[config.mk]
export PLATFORM = sky130hd
export DESIGN_NAME = data_mem_arbiter
export DESIGN_NICKNAME = d
export VERILOG_FILES = /design/src/rtl/data_mem_arbiter.sv
export SDC_FILE = /design/constraint.sdc
export NUM_CORES = 1
export LEC_CHECK = 0
export ABC_AREA = 1
export BUFFER_PORTS_ARGS = -buffer_cell sky130_fd_sc_hd__clkbuf_2
export CAP_MARGIN = 5
export CORE_AREA = 2 2 105 107
export DETAILED_ROUTE_END_ITERATION = 16
export DIE_AREA = 0 0 107 109
export SYNTH_ARGS = -nofsm -noshare
export SYNTH_HDL_FRONTEND = slang
export SYNTH_SLANG_ARGS = --single-unit
[constraint.sdc]
create_clock -name clk -period 3.1 [get_ports clk]
set_clock_uncertainty 0.1 [all_clocks]
set_input_delay 0.62 -clock clk [delete_from_list [all_inputs] [get_ports clk]]
set_output_delay 0.62 -clock clk [all_outputs]
set_load 0.02 [all_outputs]
[src/rtl/data_mem_arbiter.sv]
// Data memory port arbiter: the pipeline MEM stage and a DMA/debug requester
// share one single-port data memory. The pipeline normally wins. A starvation
// counter forces a DMA grant, which stalls the pipeline for that cycle.
// DMA read data is returned through a registered valid/ready response.
module data_mem_arbiter #(
  parameter int ADDR_W   = 32,
  parameter int DATA_W   = 32,
  parameter int MAX_WAIT = 4,
  parameter int CNT_W    = 3
) (
  input  logic              clk,
  input  logic              reset,
  // pipeline MEM stage side
  input  logic              pipe_MemRead,
  input  logic              pipe_MemWrite,
  input  logic [ADDR_W-1:0] pipe_Address,
  input  logic [DATA_W-1:0] pipe_Write_data,
  output logic              pipe_stall,
  // DMA request channel
  input  logic              dma_req_valid,
  input  logic              dma_req_write,
  input  logic [ADDR_W-1:0] dma_req_addr,
  input  logic [DATA_W-1:0] dma_req_wdata,
  output logic              dma_req_ready,
  // DMA response channel
  output logic              dma_rsp_valid,
  output logic [DATA_W-1:0] dma_rsp_data,
  input  logic              dma_rsp_ready,
  // data memory side
  output logic              MemRead,
  output logic              MemWrite,
  output logic [ADDR_W-1:0] mem_Address,
  output logic [DATA_W-1:0] mem_Write_data,
  input  logic [DATA_W-1:0] mem_Read_data
);

  typedef enum logic {
    ST_OPEN = 1'b0,
    ST_RESP = 1'b1
  } state_t;

  localparam logic [CNT_W-1:0] WAIT_LIMIT = CNT_W'(MAX_WAIT);

  state_t           state;
  state_t           state_nxt;
  logic [CNT_W-1:0] starve_cnt;
  logic [CNT_W-1:0] starve_cnt_nxt;

  logic pipe_req;
  logic dma_elig;
  logic starve_due;
  logic dma_grant;
  logic rsp_capture;
  logic rsp_done;

  // Counter increment that holds at the forced-grant threshold.
  function automatic logic [CNT_W-1:0] sat_inc(input logic [CNT_W-1:0] cnt);
    if (cnt >= WAIT_LIMIT) return WAIT_LIMIT;
    return cnt + CNT_W'(1);
  endfunction

  assign pipe_req    = pipe_MemRead | pipe_MemWrite;
  // Reset gates eligibility so no grant or stall is ever seen while in reset.
  assign dma_elig    = dma_req_valid & (state == ST_OPEN) & ~reset;
  assign starve_due  = (starve_cnt == WAIT_LIMIT);
  assign dma_grant   = dma_elig & (~pipe_req | starve_due);
  assign rsp_capture = dma_grant & ~dma_req_write;
  assign rsp_done    = dma_rsp_valid & dma_rsp_ready;

  // State register: tracks whether a DMA read response is outstanding.
  always_ff @(posedge clk or posedge reset) begin
    if (reset) state <= ST_OPEN;
    else       state <= state_nxt;
  end

  // Next-state logic: reads open a response window, consumer handshake closes it.
  always_comb begin
    state_nxt = state;
    unique case (state)
      ST_OPEN: if (rsp_capture) state_nxt = ST_RESP;
      ST_RESP: if (rsp_done)    state_nxt = ST_OPEN;
      default: state_nxt = ST_OPEN;
    endcase
  end

  // Output logic: memory port mux, grant and stall.
  always_comb begin
    dma_req_ready  = dma_grant;
    pipe_stall     = dma_grant & pipe_req;
    MemRead        = pipe_MemRead;
    MemWrite       = pipe_MemWrite;
    mem_Address    = pipe_Address;
    mem_Write_data = pipe_Write_data;
    if (dma_grant) begin
      MemRead        = ~dma_req_write;
      MemWrite       = dma_req_write;
      mem_Address    = dma_req_addr;
      mem_Write_data = dma_req_wdata;
    end
  end

  // Starvation count: lost cycles of a continuously pending DMA request,
  // also accumulated while a response is outstanding.
  always_comb begin
    starve_cnt_nxt = starve_cnt;
    if (~dma_req_valid | dma_grant) starve_cnt_nxt = '0;
    else                            starve_cnt_nxt = sat_inc(starve_cnt);
  end

  // Starvation counter register.
  always_ff @(posedge clk or posedge reset) begin
    if (reset) starve_cnt <= '0;
    else       starve_cnt <= starve_cnt_nxt;
  end

  // Response register: capture read data on a read grant, hold until consumed.
  always_ff @(posedge clk or posedge reset) begin
    if (reset) begin
      dma_rsp_valid <= 1'b0;
      dma_rsp_data  <= '0;
    end else begin
      if (rsp_done)    dma_rsp_valid <= 1'b0;
      if (rsp_capture) begin
        dma_rsp_valid <= 1'b1;
        dma_rsp_data  <= mem_Read_data;
      end
    end
  end

endmodule

# --- Word-level counts from Yosys, hierarchy flattened ---
# Cells that the tools add are included.
# Widths: inputs -> output; s select.
totals:
  elab_cells: 36
  regBits: 37
  out_inout_bits: 101
  inputBits: 167
op_classes:
  muxes: 14
  eq_ne: 1
  reduce_logical: 1
  addsub: 1
  n_bitwise: 14
  order_cmp: 1
ops:
  columns: ["cell", "n"]
  rows:
  - ["$mux 32", 2]
  - ["$mux 3", 3]
  - ["$mux 1", 8]
  - ["$and 1x1->1", 6]
  - ["$not 1->1", 5]
  - ["$add 3x1->3 const B", 1]
  - ["$eq 3x3->1 const B", 1]
  - ["$ge 3x3->1 const B", 1]
  - ["$or 1x1->1", 3]
  - ["$pmux 1 s2", 1]
  - ["$reduce_bool 2->1", 1]

# --- Logic depth before layout (Yosys ltp) ---
# Gate-level depths: netlist (run 1).
depth:
  word_depth: 8
  ltp_mapped: 10
  ltp_nobuf: 8

# --- Least setup slack after synthesis (run 1) ---
# Ideal clock, no wire load.
synth_path:
  path_type: "input-to-output"
  startpoint: "input port dma_req_valid"
  endpoint: "output port MemWrite"
  stages: 5
  arrival_time_ps: 1597
  path_buffers: 1
  required_time_ps: 2380
  path_slack_ps: 783
  cell_sequence: "nand2_1 -> nor2_4 -> nand2_2 -> buf_2 -> o21ai_0"
synth_between:
  elab_chain_len: 4
synth_rtl:
  columns: ["item", "line_no", "rtl"]
  rows:
  - ["from (decl)", "20", "input logic dma_req_valid,"]
  - ["$and 1x1->1 (2 in a row)", "64", "assign dma_elig = dma_req_valid & (state == ST_OPEN) & ~reset;"]
  - ["$and 1x1->1", "66", "assign dma_grant = dma_elig & (~pipe_req | starve_due);"]
  - ["$mux 1", "94", "if (dma_grant) begin"]
  - ["to (decl)", "31", "output logic MemWrite,"]
# No other way between the ends.

# --- Final worst setup path (run 1) ---
layout_path:
  startpoint: "register starve_cnt[0]"
  endpoint: "output port mem_Address[14]"
layout_between:
  elab_chain_len: 4
layout_rtl:
  columns: ["item", "line_no", "rtl"]
  rows:
  - ["from (decl)", "46", "logic [CNT_W-1:0] starve_cnt;"]
  - ["from (signal assigned)", "113", "else starve_cnt <= starve_cnt_nxt;"]
  - ["$eq 3x3->1", "65", "assign starve_due = (starve_cnt == WAIT_LIMIT);"]
  - ["$or 1x1->1", "66", null]
  - ["$and 1x1->1", "66", null]
  - ["$mux 32", "94", null]
  - ["to (decl)", "32", "output logic [ADDR_W-1:0] mem_Address,"]
# No other way between the ends.

==> impl_metrics.py, run 1 <==
metrics = {
    "timing": {
        "hold_violations": 0,
        "worst_pin_slew_ns": 0.6514,
        "setup_tns_ns": 0,
        "rsz0062_at_grt": "no",
        "timing.final.crit_share_pct": 84.75,
        "drv_slew": 0,
        "max_slew_margin_pct": 56.53,
        "setup_viol": 0,
        "fin_crit_ns": 2.627,
        "fmax_mhz": 380.6,
        "layout_setup_ws_ns": 0.4726,
    },
    "synthesis": {
        "synth.area.top_cells": "nand2_1 42%, dfrtp_1 39%, nand4_1 8.4%, clkbuf_1 2.2%, buf_4 1.9%",
        "netlist_instances": 384,
        "syn_nets": 553,
        "syn-cell-area_sq_um": 2382,
        "yosys.area.top_type": "nand2_1",
        "ys_seq_area_share_pct": 38.87,
        "synth.top_cell.area_share_pct": 42.07,
        "ys.warnings.count": 0,
        "avgSynthCellArea_sq_um": 6.204,
        "synthDistinctLibCells": 16,
        "yosys_register_bits": 37,
    },
    "cells_and_area": {
        "drive_above_1_share_pct": 44.44,
        "final_core_utilization_pct": 37.07,
        "finalNetCount": 808,
        "antennaDiodeCount": 0,
        "final_area_sq_um": 3930,
        "area_growth_syn_to_layout_pct": 64.97,
        "final_cell_mix": "267 x nand2_1, 267 x clkbuf_2, 37 x dfrtp_1",
        "fill_cells": 1173,
    },
    "place": {
        "port_buffers": 267,
        "dp_slack_ns": 0.6726,
        "dpl.hpwl_microns": 8166,
        "postPlaceCellArea_sq_um": 3844,
        "gp_congestion": 0.8364,
    },
    "power": {
        "ir_drop_uv": 364.1,
        "p_total_mw": 1.864,
        "pwr-share-seq_pct": 37.4,
        "p_comb_share_pct": 44.3,
        "p_sw_mw": 0.7735,
        "p_leak_nw": 2.582,
        "p_clk_share_pct": 18.3,
        "p_per_area_nw_per_um2": 474.3,
        "p_int_mw": 1.090,
        "switching_share_pct": 41.50,
    },
    "route": {
        "drc_errors": 0,
        "routed_wl_microns": 9808,
        "antenna_left": 0,
        "post_drt_wl_per_cell_microns": 12.59,
        "drt_first_pass_iters": 4,
        "viasPerCell": 4.253,
        "vias": 3313,
        "drtIter0Drc": 136,
    },
    "floorplanning": {
        "die_height_microns": 109,
        "die_area_sq_um": 11660,
        "coreArea_sq_um": 10600,
        "start_util_pct": 22.47,
        "die_w_microns": 107,
        "fp-row-count": 38,
        "pin_count": 268,
    },
    "worst_setup_path": {
        "cp.required_ns": 2.38,
        "path_max_fanout": 68,
        "cp-end-kind": "output pin",
        "crit_type": "register to output pin",
        "worst_setup_path_start_kind": "register",
        "cp.arrival_ns": 1.91,
    },
    "clock_tree": {
        "insertion_delay_ns": 0.28,
        "cts_made_buffers": 5,
        "cts_setup_buffers": 0,
        "cts_tree": "yes",
        "root_buffer": "clkbuf_8",
        "cts_sinks": 37,
        "cts_hold_buf": 0,
        "clock_path_buffers": 2,
        "cts_resized": 0,
        "path_clk_slew_ns": 0.07,
        "htree_levels": 2,
    },
    "job": {
        "maxCapViolCount": 0,
    },
    "hold_path": {
        "hold_path.class": "primary input to async pin",
    },
    "grt": {
        "grt_pass1_wl_microns": 14570,
        "grt_pass1_vias": 2957,
        "antenna_found_initial": 0,
        "grt_max_degree": 69,
        "overflow": 0,
        "gr-usage-all-layers_pct": 15.73,
    },
    "run_status": {
        "status": "finished, final reports clean",
    },
}
-- cells in the mapped netlist --
cell and instances:
nand2_1 267, dfrtp_1 37, nand4_1 32, clkbuf_1 14, buf_2 6, buf_4 6, inv_1 6, nor2_1 6
ha_1 2, o21ai_0 2, clkinv_1 1, inv_2 1, nand2_2 1, nand3_1 1, nor2_4 1, o21ai_4 1
-- cell type report --
class                      instances  area, sq um  area share (%)
timing repair buffer             274         1414           35.98
tap                              140        175.2           4.457
multi-input combinational        313         1299           33.05
clock buffer                       7        86.33           2.197
inverter                           8        30.03          0.7641
sequential                        37        925.9           23.56
-- worst max-delay path, stage by stage (launching register included) --
cell and delay [ns]:
dfrtp_1 0.37, inv_1 0.07, ha_1 0.19, nand2_1 0.11, o21ai_4 0.07, nand2_2 0.12, buf_12 0.25, nand2_1 0.16
nand2_1 0.09, clkbuf_2 0.16
-- logic make-up (layout without fill, tap and decap cells) --
logic type	after synthesis	count (layout)	synth area share, %
buf+inv	34	289	6.617
fa+ha+maj	2	2	1.050
compound gates	3	3	1.103
simple gates	308	308	52.36
flops	37	37	38.87
-- metrics by stage --
stage | cells | hold WS, ns
floorplan | 384 | 0.3490
global placement | 772 | 0.3532
detailed placement | 772 | 0.3601
CTS | 779 | 0.3655
global route | 779 | 0.3877
finish | 779 | 0.3424
-- routing by layer --
layer	GRT usage, %	vias up	share of wire, %
met5	0	-	0
met1	19.26	1442	42
met4	5.659	0	2.1
met3	3.347	14	7.9
li1	-	1700	-
met2	27.34	157	48
-- path summary, 6_finish.rpt --
check	cells after the start	slack, ns	start	end
setup / recovery	9	0.47	starve_cnt[0]	mem_Address[14]
hold / removal	2	0.34	reset	state
setup reg to reg	9	1.18	starve_cnt[0]	dma_rsp_data[10]
hold reg to reg	2	0.37	dma_rsp_data[30]	dma_rsp_data[30]
max in group asynchronous	3	1.84	reset	dma_rsp_data[25]
min in group clk	2	0.37	dma_rsp_data[30]	dma_rsp_data[30]
-- state kept, by name (all words and copies together) (netlist names) --
| signal | count |
|---|---|
| dma_rsp_data | 32 |
| dma_rsp_valid | 1 |
| starve_cnt | 3 |
| state | 1 |
-- power by group through the flow --
stage                     Sequential (mW)  Clock [mW]  Combinational [mW]
after floorplan                     0.853           0               0.318
after global placement              0.697           0               0.829
after detailed placement            0.701           0               0.840
after CTS                           0.698       0.350               0.839
after global routing                0.714       0.368               0.908
final                               0.697       0.341               0.826
No activity file was read; power rests on OpenSTA's default activity.
==> run 2, diff against run 1 <==
Settings changed: ABC_AREA 1 to 0, CORE_AREA 2 2 105 107 to 2 2 104 106, DIE_AREA 0 0 107 109 to 0 0 106 108.
Clock period 3.1 ns to 2.6 ns, I/O delays scaled along.
==> impl_metrics.py, run 2 <==
metrics = {
    "run_status": {
        "violations": "negative setup slack",
        "status": "finished, violations left",
    },
    "clock_tree": {
        "cts_hold_buf": 0,
        "root_buffer": "clkbuf_8",
        "cts_sinks": 37,
        "htree_levels": 2,
        "cts_tree": "yes",
        "clock_path_buffers": 2,
        "path_clk_slew_ns": 0.08,
        "insertion_delay_ns": 0.29,
        "cts_made_buffers": 5,
    },
    "route": {
        "drc_errors": 0,
        "routed_wl_microns": 9559,
        "viasPerCell": 4.229,
        "drt_first_pass_iters": 4,
        "post_drt_wl_per_cell_microns": 16.34,
        "vias": 2474,
        "antenna_left": 0,
        "drtIter0Drc": 67,
    },
    "synthesis": {
        "ys_seq_area_share_pct": 37.60,
        "syn_nets": 337,
        "synth_edf_count": 0,
        "synth.top_cell.area_share_pct": 37.60,
        "yosys_register_bits": 37,
        "synth_common_cells": "52 x mux2_2, 45 x mux2_4, 37 x dfrtp_1",
        "ys_async_sr_fraction_pct": 100.0,
        "yosys.area.top_type": "dfrtp_1",
        "ys.flop_type": "dfrtp_1",
        "synth.area.top_cells": "dfrtp_1 38%, mux2_4 27%, mux2_2 24%, buf_12 2.4%, buf_6 1.8%",
        "syn-cell-area_sq_um": 2462,
        "ys.warnings.count": 0,
        "avgSynthCellArea_sq_um": 14.66,
        "netlist_instances": 168,
        "synth_most_common_cell": "mux2_2",
        "synthDistinctLibCells": 20,
    },
    "timing": {
        "max_slew_margin_pct": 65.19,
        "layout_setup_ws_ns": -0.1310,
        "drv_slew": 0,
        "rsz0062_at_grt": "yes",
        "setup_tns_ns": -5.280,
        "hold_violations": 0,
        "fin_crit_ns": 2.731,
        "worst_pin_slew_ns": 0.5216,
        "timing.final.crit_share_pct": 105.0,
        "fmax_mhz": 366.2,
        "setup_viol": 65,
    },
    "grt": {
        "gr-usage-all-layers_pct": 13.66,
        "overflow": 0,
        "grt_max_degree": 35,
        "antenna_found_initial": 0,
        "grt_pass1_wl_microns": 12360,
        "grt_pass1_vias": 2437,
    },
    "power": {
        "p_per_area_nw_per_um2": 566.9,
        "ir_drop_uv": 311.0,
        "p_leak_nw": 2.627,
    },
    "cells_and_area": {
        "final_core_utilization_pct": 44.65,
        "largest_register_ff_count": 32,
        "final_cell_mix": "204 x clkbuf_2, 52 x mux2_2, 50 x buf_6",
        "antennaDiodeCount": 0,
        "drive_above_1_share_pct": 88.42,
        "finalNetCount": 618,
        "top_register": "dma_rsp_data",
        "reg_top3": "dma_rsp_data x32, starve_cnt x3",
        "area_growth_syn_to_layout_pct": 85.52,
        "final_common_cell": "clkbuf_2",
    },
    "hold_path": {
        "hold_path.class": "primary input to async pin",
    },
    "job": {
        "maxCapViolCount": 0,
    },
    "worst_setup_path": {
        "cp.required_ns": 1.98,
        "path_max_fanout": 15,
        "r2r_setup_slack_ns": 0.49,
        "cp.arrival_ns": 2.11,
        "worst_setup_path_start_kind": "register",
        "r2r_end": "dma_rsp_data[7]",
        "crit_type": "register to output pin",
        "reg2reg_from": "starve_cnt[1]",
        "cp-end-kind": "output pin",
        "rr_worst_depth": 6,
    },
    "place": {
        "dp_slack_ns": -0.04669,
        "gp_congestion": 0.7490,
        "dpl.hpwl_microns": 7069,
        "port_buffers": 267,
    },
    "floorplanning": {
        "coreArea_sq_um": 10230,
        "start_util_pct": 24.07,
        "pin_count": 268,
        "die_height_microns": 108,
        "fp-row-count": 37,
        "die_w_microns": 106,
        "die_area_sq_um": 11450,
    },
}
[run 2: changes by cell type after synthesis, moves of 6 or more]
cell	delta
mux2_4	+45
nand2_1	-264
clkbuf_1	-13
mux2_2	+52
nand4_1	-32
buf_4	-6
[run 2: logic make-up (layout without fill, tap and decap cells)]
| family | Yosys count | in the layout | share of synthesized area [%] |
|---|---|---|---|
| DFF | 37 | 37 | 37.60 |
| AOI/OAI and AO/OA | 3 | 3 | 0.9653 |
| buffers and inverters | 18 | 298 | 6.148 |
| and+or+nand+nor | 10 | 11 | 2.643 |
| adders and majority gates | 2 | 2 | 1.016 |
| muxes | 98 | 98 | 51.63 |
[run 2: per-layer routing]
metal / wire length, microns / share of wire (%) / global-route usage (%)
met1: 3842 / 40 / 17.22
met2: 5044 / 53 / 23.92
met3: 641 / 6.7 / 3.677
met4: 31 / 0.32 / 2.162
met5: 0 / 0 / 0
[run 2: layout make-up]
class | instances | area (sq um)
clock buffer | 5 | 68.82
clock inverter | 2 | 35.03
fill | 978 | 5663
inverter | 6 | 25.02
multi-input combinational | 114 | 1415
sequential | 37 | 925.9
tap | 136 | 170.2
timing repair buffer | 285 | 1928
[run 2: per-stage QoR]
stage          hold WS (ns)  power (mW)  std cells  cell area (sq um)
6_report             0.1991       2.589        585               4568
5_1_grt              0.2479       2.736        585               4568
4_1_cts              0.1884       2.517        576               4110
3_5_place_dp         0.3652       1.994        564               3905
3_3_place_gp         0.3581       1.977        564               3905
2_1_floorplan        0.3401       1.572        168               2462
[run 2: how the worst max path moves through the flow]
stage                              end  cells after the start  slack, ns           from
CTS                 mem_Write_data[31]                      7      -0.08  starve_cnt[1]
global placement     mem_Write_data[7]                      6      -0.03  pipe_MemWrite
global route        mem_Write_data[24]                      7      -0.19  starve_cnt[0]
finish              mem_Write_data[24]                      7      -0.13  starve_cnt[1]
floorplan                      MemRead                      6       0.05  pipe_MemWrite
detailed placement      mem_Address[2]                      6      -0.05  pipe_MemWrite
[run 2: critical path, cell delays in order (launching register included)]
cell and delay [ns]:
dfrtp_1 0.39, inv_1 0.07, ha_2 0.17, a2bb2oi_2 0.07, or3_4 0.48, buf_16 0.20, mux2_2 0.29, buf_2 0.16
[run 2: power breakdown]
| group | total [mW] | switching, mW | internal, mW | leakage [nW] |
|---|---|---|---|---|
| logic | 1.24 | 0.588 | 0.652 | 2.11 |
| clock network | 0.480 | 0.201 | 0.279 | 0.0540 |
| registers | 0.869 | 0.109 | 0.760 | 0.460 |
| total | 2.59 | 0.899 | 1.69 | 2.63 |
[run 2: repair_timing]
| action | CTS | global route |
|---|---|---|
| endpoints found under the setup margin | 67 | 66 |
| pin swaps | 1 | 1 |
| gates cloned | 2 | 5 |
| gates resized for setup | 9 | 169 |
| setup buffers | 3 | 4 |
| hold endpoints to repair | 0 | 0 |
==> run 3, diff against run 2 <==
Settings changed: CELL_PAD_IN_SITES_DETAIL_PLACEMENT from default to 1, CELL_PAD_IN_SITES_GLOBAL_PLACEMENT from default to 1, CORE_AREA 2 2 104 106 to default, CORE_MARGIN from default to 1.5, CORE_UTILIZATION from default to 24, DIE_AREA 0 0 106 108 to default, PLACE_DENSITY_LB_ADDON from default to 0.1.
==> impl_metrics.py, run 3 (synthesis gave the netlist of run 2 again) <==
metrics = {
    "run_status": {
        "status": "finished, violations left",
        "violations": "negative setup slack",
    },
    "cells_and_area": {
        "fill_cells": 1109,
        "final_core_utilization_pct": 48.12,
        "largest_register_ff_count": 32,
        "reg_top3": "dma_rsp_data x32, starve_cnt x3",
        "finalNetCount": 620,
        "final_cell_mix": "202 x clkbuf_2, 64 x buf_6, 52 x mux2_2",
        "final_common_cell": "clkbuf_2",
        "antennaDiodeCount": 0,
        "area_growth_syn_to_layout_pct": 92.78,
        "top_register": "dma_rsp_data",
        "drive_above_1_share_pct": 88.72,
    },
    "floorplanning": {
        "pin_count": 268,
        "fp-row-count": 36,
        "coreArea_sq_um": 9864,
        "die_area_sq_um": 10880,
        "start_util_pct": 24.96,
        "die_w_microns": 104.3,
        "die_height_microns": 104.3,
    },
    "place": {
        "dpl.hpwl_microns": 8127,
        "port_buffers": 267,
        "dp_slack_ns": -0.05259,
        "gp_congestion": 0.8135,
    },
    "grt": {
        "grt_pass1_wl_microns": 14740,
        "antenna_found_initial": 0,
        "grt_max_degree": 38,
        "overflow": 0,
        "gr-usage-all-layers_pct": 17.54,
        "grt_pass1_vias": 2654,
    },
    "power": {
        "p_leak_nw": 2.699,
        "ir_drop_uv": 273.6,
        "p_clk_share_pct": 19.4,
        "p_int_mw": 1.748,
        "p_sw_mw": 0.9154,
        "p_comb_share_pct": 48.3,
        "p_per_area_nw_per_um2": 561.2,
        "pwr-share-seq_pct": 32.3,
        "switching_share_pct": 34.36,
    },
    "clock_tree": {
        "cts_hold_buf": 0,
        "path_clk_slew_ns": 0.08,
        "clock_path_buffers": 2,
        "cts_tree": "yes",
        "htree_levels": 2,
        "insertion_delay_ns": 0.28,
        "cts_sinks": 37,
        "root_buffer": "clkbuf_8",
        "cts_made_buffers": 5,
    },
    "timing": {
        "setup_viol": 66,
        "hold_violations": 0,
        "drv_slew": 0,
        "max_slew_margin_pct": 68.87,
        "fin_hold_ws_ns": 0.3454,
        "worst_pin_slew_ns": 0.4670,
        "layout_setup_ws_ns": -0.1102,
        "timing.final.crit_share_pct": 104.2,
        "rsz0062_at_grt": "yes",
        "fin_crit_ns": 2.710,
        "fmax_mhz": 369.0,
    },
    "job": {
        "maxCapViolCount": 0,
    },
    "worst_setup_path": {
        "worst_setup_path_start_kind": "register",
        "path_max_fanout": 8,
        "crit_type": "register to output pin",
        "cp.arrival_ns": 2.09,
        "rr_worst_depth": 6,
        "cp-end-kind": "output pin",
        "cp.required_ns": 1.98,
    },
    "route": {
        "post_drt_wl_per_cell_microns": 18.61,
        "antenna_left": 0,
        "viasPerCell": 4.224,
        "drt_first_pass_iters": 3,
        "drc_errors": 0,
        "vias": 2471,
        "drtIter0Drc": 60,
        "routed_wl_microns": 10890,
    },
    "hold_path": {
        "holdPathStages": 2,
        "hold_path.class": "primary input to register",
    },
}
==> run 3: layer usage <==
metal	vias up	share of wire [%]	track usage, %
li1	1172	-	-
met1	1167	33	16.84
met2	124	59	36.18
met3	8	6.7	4.825
met4	0	0.94	3.770
met5	-	0	0
==> run 3: final timing paths <==
kind	start	slack, ns	to
setup / recovery	starve_cnt[0]	-0.11	mem_Address[9]
hold / removal	dma_rsp_ready	0.35	dma_rsp_valid
setup reg to reg	starve_cnt[0]	0.47	dma_rsp_data[29]
hold reg to reg	state	0.38	state
max in group asynchronous	reset	1.68	dma_rsp_data[26]
min in group asynchronous	reset	0.39	starve_cnt[0]
==> run 3: timing repair <==
| item | in CTS | in global routing |
|---|---|---|
| endpoints found under the hold margin | 0 | 0 |
| pin swaps | 1 | 2 |
| buffers inserted | 1 | 1 |
| gates resized for setup | 9 | 201 |
| setup endpoints to repair | 67 | 67 |
| cloned | 2 | 8 |
==> run 3: area by class of cell <==
cell class | count | area, sq um | area share (%)
Timing Repair Buffer | 287 | 2079 | 43.81
Multi-Input combinational cell | 114 | 1433 | 30.18
Sequential cell | 37 | 925.9 | 19.50
Tap cell | 133 | 166.4 | 3.506
Clock buffer | 6 | 82.58 | 1.740
Clock inverter | 2 | 37.54 | 0.7907
Inverter | 6 | 22.52 | 0.4744
==> run 3: per-stage QoR <==
step | instances | power [mW] | cell area [sq um] | TNS [ns]
6_report | 585 | 2.664 | 4747 | -3.759
5_1_grt | 585 | 2.818 | 4747 | -8.191
4_1_cts | 576 | 2.557 | 4141 | -5.509
3_5_place_dp | 565 | 2.006 | 3931 | -0.8689
3_3_place_gp | 565 | 1.995 | 3931 | -0.2721
2_1_floorplan | 168 | 1.572 | 2462 | 0
==> run 3: power by group through the flow <==
stage,Combinational [mW],Sequential (mW),Clock [mW]
2_1_floorplan,0.494,1.08,0
3_3_place_gp,1.13,0.865,0
3_5_place_dp,1.14,0.869,0
4_1_cts,1.16,0.861,0.536
5_1_grt,1.36,0.888,0.566
6_report,1.29,0.861,0.517
==> run 3: critical path, cell delays in order, from the launching register on <==
cell and delay (ns):
dfrtp_1 0.40, inv_2 0.07, ha_4 0.14, a2bb2oi_4 0.06, or3_4 0.48, clkbuf_16 0.21, mux2_4 0.31, buf_6 0.13
